===== src/rtl/if_prefetch_queue.sv =====
`default_nettype none
// ============================================================================
// Module      : if_prefetch_queue
// Description : Instruction prefetch queue. Issues sequential word fetches to
//               the instruction memory, buffers in-order responses as
//               {pc, instr} entries and presents the head entry to ID.
//               Redirects flush the queue and discard stale in-flight data.
//               Optional macro IFQ_HALT_DETECT_EN: stop fetching after an
//               HLT (opcode 4'hF) instruction has been queued.
// Revision    : 1.0 - initial release
// ============================================================================
module if_prefetch_queue #(
    parameter int DEPTH   = 4,
    parameter int MAX_OUT = 2
) (
    input  logic        clk,
    input  logic        rst,
    output logic        mem_req,
    output logic [15:0] mem_addr,
    input  logic        mem_gnt,
    input  logic        mem_rvalid,
    input  logic [15:0] mem_rdata,
    input  logic        redirect_valid,
    input  logic [15:0] redirect_pc,
    input  logic        stall,
    output logic        out_valid,
    output logic [15:0] out_instr,
    output logic [15:0] out_pc,
    output logic        halted
);

    localparam int c_PTR_W = $clog2(DEPTH);
    localparam int c_CNT_W = $clog2(DEPTH + 1);
    localparam int c_OUT_W = $clog2(MAX_OUT + 1);

    logic [15:0]        r_pc_q    [DEPTH];
    logic [15:0]        r_instr_q [DEPTH];
    logic [c_PTR_W-1:0] r_rptr;
    logic [c_PTR_W-1:0] r_wptr;
    logic [c_CNT_W-1:0] r_count;
    logic [c_OUT_W-1:0] r_outstanding;
    logic [c_OUT_W-1:0] r_drop_cnt;
    logic [15:0]        r_fetch_pc;
    logic [15:0]        r_resp_pc;

    logic               w_halted;
    logic               w_grant;
    logic               w_push;
    logic               w_pop;
    logic [31:0]        w_occupancy;

    // Reserve queue space for every request in flight, so a response can
    // always be pushed even when the queue is one entry from full.
    assign w_occupancy = 32'(r_count) + 32'(r_outstanding);
    assign mem_req     = !rst
                         && (w_occupancy < 32'(DEPTH))
                         && (32'(r_outstanding) < 32'(MAX_OUT))
                         && !redirect_valid
                         && !w_halted;
    assign mem_addr    = r_fetch_pc;
    assign w_grant     = mem_req && mem_gnt;

    // Responses during a redirect, while dropping stale data, or after a
    // halt are consumed but never enter the queue.
    assign w_push      = mem_rvalid && !redirect_valid && (r_drop_cnt == '0) && !w_halted;
    assign out_valid   = (r_count != '0);
    assign w_pop       = out_valid && !stall && !redirect_valid;

    assign out_pc      = out_valid ? r_pc_q[r_rptr]    : 16'h0000;
    assign out_instr   = out_valid ? r_instr_q[r_rptr] : 16'h0000;
    assign halted      = w_halted;

    // Fetch address, in-flight request count and stale-response drop count.
    always_ff @(posedge clk) begin
        if (rst) begin
            r_fetch_pc    <= '0;
            r_outstanding <= '0;
            r_drop_cnt    <= '0;
        end else begin
            if (redirect_valid) begin
                r_fetch_pc <= redirect_pc;
            end else if (w_grant) begin
                r_fetch_pc <= r_fetch_pc + 16'd1;
            end

            case ({w_grant, mem_rvalid})
                2'b10:   r_outstanding <= r_outstanding + c_OUT_W'(1);
                2'b01:   r_outstanding <= r_outstanding - c_OUT_W'(1);
                default: r_outstanding <= r_outstanding;
            endcase

            // A response arriving in the redirect cycle is already gone, so
            // it is not counted among the ones still to be dropped.
            if (redirect_valid) begin
                r_drop_cnt <= mem_rvalid ? (r_outstanding - c_OUT_W'(1)) : r_outstanding;
            end else if (mem_rvalid && (r_drop_cnt != '0)) begin
                r_drop_cnt <= r_drop_cnt - c_OUT_W'(1);
            end
        end
    end

    // Circular buffer bookkeeping: pointers, occupancy and response PC.
    always_ff @(posedge clk) begin
        if (rst) begin
            r_rptr    <= '0;
            r_wptr    <= '0;
            r_count   <= '0;
            r_resp_pc <= '0;
        end else if (redirect_valid) begin
            r_rptr    <= '0;
            r_wptr    <= '0;
            r_count   <= '0;
            r_resp_pc <= redirect_pc;
        end else begin
            if (w_push) begin
                r_wptr    <= r_wptr + c_PTR_W'(1);
                r_resp_pc <= r_resp_pc + 16'd1;
            end
            if (w_pop) begin
                r_rptr <= r_rptr + c_PTR_W'(1);
            end
            case ({w_push, w_pop})
                2'b10:   r_count <= r_count + c_CNT_W'(1);
                2'b01:   r_count <= r_count - c_CNT_W'(1);
                default: r_count <= r_count;
            endcase
        end
    end

    // Entry storage; no reset needed since outputs are masked by out_valid.
    always_ff @(posedge clk) begin
        if (!rst && w_push) begin
            r_pc_q[r_wptr]    <= r_resp_pc;
            r_instr_q[r_wptr] <= mem_rdata;
        end
    end

`ifdef IFQ_HALT_DETECT_EN
    logic r_halted;

    // Latch HLT once it is queued; only a redirect or reset restarts fetch.
    always_ff @(posedge clk) begin
        if (rst) begin
            r_halted <= 1'b0;
        end else if (redirect_valid) begin
            r_halted <= 1'b0;
        end else if (w_push && (mem_rdata[15:12] == 4'hF)) begin
            r_halted <= 1'b1;
        end
    end

    assign w_halted = r_halted;
`else
    assign w_halted = 1'b0;
`endif

endmodule
`default_nettype wire

===== config.mk =====
export PLATFORM = sky130hd
export DESIGN_NAME = if_prefetch_queue
export DESIGN_NICKNAME = d
export VERILOG_FILES = /design/src/rtl/if_prefetch_queue.sv
export SDC_FILE = /design/constraint.sdc
export NUM_CORES = 1
export LEC_CHECK = 0
export CAP_MARGIN = 20
export CORE_MARGIN = 4
export CORE_UTILIZATION = 50
export CTS_CLUSTER_SIZE = 25
export DETAILED_ROUTE_END_ITERATION = 8
export PLACE_DENSITY = 0.73
export SLEW_MARGIN = 5
export SYNTH_ARGS = -nofsm -noshare
export SYNTH_HDL_FRONTEND = slang
export SYNTH_SLANG_ARGS = --single-unit

===== constraint.sdc =====
create_clock -name clk -period 3.6 [get_ports clk]
set_clock_uncertainty 0.2 [all_clocks]
set_input_delay 0.54 -clock clk [delete_from_list [all_inputs] [get_ports clk]]
set_output_delay 0.54 -clock clk [all_outputs]
set_load 0.01 [all_outputs]

==> results.json, run 1 <==
{
  "fin_crit_ps": 3220,
  "cts-root-buf": "clkbuf_16",
  "cp_data_required_time_ps": 2860,
  "synth_largest_area_cell": "edfxtp_1",
  "endpoint": "out_pc[5]",
  "ant_nets": 0,
  "synth_edf_count": 128,
  "hp-class": "reg2reg",
  "syn_area_sq_um": 7330,
  "mostFrequentLayoutCells": "edfxtp_1, clkdlybuf4s50_1, dfxtp_1",
  "finalHoldViolations": 0,
  "final_common_cell": "edfxtp_1",
  "r2r_slack_ps": 1000,
  "cap_violations": 0,
  "synthToLayoutAreaGrowth_pct": 22.6,
  "peakVddDrop_v": 0.000360,
  "cts_resized": 0,
  "critPathKind": "reg2out",
  "path_clk_slew_ps": 60,
  "outcome": "finished, final reports clean",
  "worstMarginPinSlew_ps": 499,
  "syn_nets": 557,
  "period_share": 0.895,
  "gp_congestion": 0.878,
  "portBuffers": 87,
  "overflow": 0,
  "worstPathMaxFanout": 12,
  "die_x_um": 129,
  "antennaDiodeCount": 0,
  "final_layout_size_suffix_gt1_frac": 0.133,
  "setup_viol": 0,
  "synth_top_area_frac": 0.524,
  "grt_setup_unrepaired": "no",
  "cts_buffer_depth": 2,
  "power.leakage_nw": 2.86,
  "antenna_found_initial": 0,
  "hold_slack_ps": 301,
  "drc": 0,
  "drv_slew": 0,
  "syn_avg_cell_area_sq_um": 14.4,
  "nets": 647,
  "grt_pass1_wl_um": 23700,
  "synthFlopType": "edfxtp_1",
  "synth_warnings": 0,
  "hold_buffers": 0,
  "ys_async_sr_fraction": 0,
  "seq_area_frac_synth": 0.647,
  "crit_arrival_ps": 2480,
  "crit_path_start_kind": "flip-flop",
  "vias": 4579,
  "synth_cell_types": 54,
  "drt-total-wl_um": 14800,
  "hpwl_um": 9440,
  "cts_tree": "yes",
  "synthTopCellsByArea": "edfxtp_1, dfxtp_1, mux4_2",
  "track_usage": 0.185,
  "viasPerCell": 5.79,
  "drtPass1Iterations": 5,
  "nFillCells": 1057,
  "rr_startpoint": "r_drop_cnt[0]$_SDFFE_PP0P_",
  "clock_sinks": 173,
  "grt_max_degree": 41,
  "wl_per_cell_um": 18.7,
  "cts_setup_buffers": 0,
  "drt_iter0_markers": 409,
  "r2r_end": "r_count[2]$_SDFFE_PP0P_",
  "ios": 89,
  "endpoint_kind": "output pin",
  "cts_buffers": 17,
  "max_freq_mhz": 310,
  "ys_ff_latch": 173,
  "reg2reg_depth": 10,
  "postSynthCellCount": 508,
  "rows": 43,
  "tns_ps": 0,
  "core_area_sq_um": 14100,
  "initial_core_util": 0.520,
  "clk_latency_ps": 410,
  "power_density_nw_per_um2": 482,
  "fp.dieArea_sq_um": 16700,
  "die-height_um": 129,
  "h-tree-depth": 4,
  "slew_headroom": 0.663,
  "first_global_vias": 4677
}
synthesized netlist by cell type, drive strengths merged (5+ instances only):
| master | number |
|---|---|
| nand4 | 8 |
| nand3 | 14 |
| o311ai | 7 |
| clkbuf | 16 |
| a21oi | 12 |
| nand2 | 31 |
| nor2b | 34 |
| and3 | 5 |
| nor3 | 9 |
| xnor2 | 18 |
| a211oi | 12 |
| dfxtp | 45 |
| edfxtp | 128 |
| nor4 | 5 |
| a31oi | 12 |
| ha | 10 |
| or4 | 7 |
| inv | 19 |
| nor2 | 24 |
| mux4 | 32 |
| buf | 12 |
worst max-delay path, cell delays in order, from the launching register on:
cell and delay [ps]:
dfxtp_2 510, buf_4 330, mux4_2 550, nor2b_1 170
clkdlybuf4s50_1 500
logic make-up (layout without fill, tap and decap cells):
group / count (synthesis) / count (layout) / share of synthesized area
and+or+nand+nor: 155 / 155 / 0.117
adders and majority gates: 11 / 11 / 0.0198
buffers and inverters: 47 / 150 / 0.0268
DFF: 173 / 173 / 0.647
other: 1 / 1 / 0.000511
AOI/OAI and AO/OA: 64 / 64 / 0.0606
xor gates and xnor gates: 22 / 22 / 0.0263
muxes: 35 / 35 / 0.103
worst min path at each step:
stage,end,cells after the start,from,slack [ps]
final,r_wptr[1]$_SDFFE_PP0P_,2,r_wptr[1]$_SDFFE_PP0P_,300
after floorplan,r_pc_q[0][15]$_DFFE_PP_,0,r_resp_pc[15]$_SDFFE_PP0P_,260
after detailed placement,mem_addr[15]$_SDFFE_PP0P_,2,mem_addr[15]$_SDFFE_PP0P_,290
after global placement,r_wptr[1]$_SDFFE_PP0P_,2,r_wptr[1]$_SDFFE_PP0P_,280
after CTS,r_wptr[1]$_SDFFE_PP0P_,2,r_wptr[1]$_SDFFE_PP0P_,300
after global routing,r_pc_q[0][15]$_DFFE_PP_,0,r_resp_pc[15]$_SDFFE_PP0P_,350
stage by stage:
step	cell area [sq um]	instances	worst slack, ps	power [mW]	util
after CTS	8990	791	297	4.37	0.638
after global routing	8990	791	221	4.49	0.638
after floorplan	7330	508	1070	2.43	-
after global placement	8400	759	696	2.56	0.596
final	8990	791	376	4.33	0.638
after detailed placement	8400	759	590	2.58	0.596
cell type report:
cell class              instances  area (sq um)  share of cell area
clock buffers                  24           472              0.0525
clock inverters                 8           116              0.0129
well taps                     180           225              0.0250
multi-input cells             288          2400               0.267
flip-flops and latches        173          4750               0.528
repair buffers                 99           961               0.107
inverters                      19          73.8             0.00821
power by group:
part	internal [mW]	total, mW	switching [mW]
logic	0.148	0.288	0.140
registers	2.19	2.25	0.0582
clock network	1.12	1.80	0.676
total	3.46	4.33	0.874
routing by layer:
metal	up-vias	track usage	part of all wire
met2	168	0.300	0.48
met4	0	0.0537	0.012
met5	-	0	0
met1	2256	0.248	0.44
li1	2131	-	-
met3	24	0.0499	0.065
flip-flops by register name, indices dropped and copies added (netlist names), named ones only:
signal         count
r_instr_q         64
r_pc_q            64
mem_addr          16
r_resp_pc         16
r_count            3
r_drop_cnt         2
r_outstanding      2
r_rptr             2
r_wptr             2
Note: power is estimated with default switching activity, not from simulation.
==> run 2: changes to the inputs <==
Settings changed: CAP_MARGIN 20 to default.
==> results of run 2 <==
Final layout, timing and power as in run 1 (identical DEF).
==> run 3: changes to the inputs <==
Settings changed: CAP_MARGIN from default to 20.
==> results of run 3 <==
Final layout, timing and power as in run 1 (identical DEF).
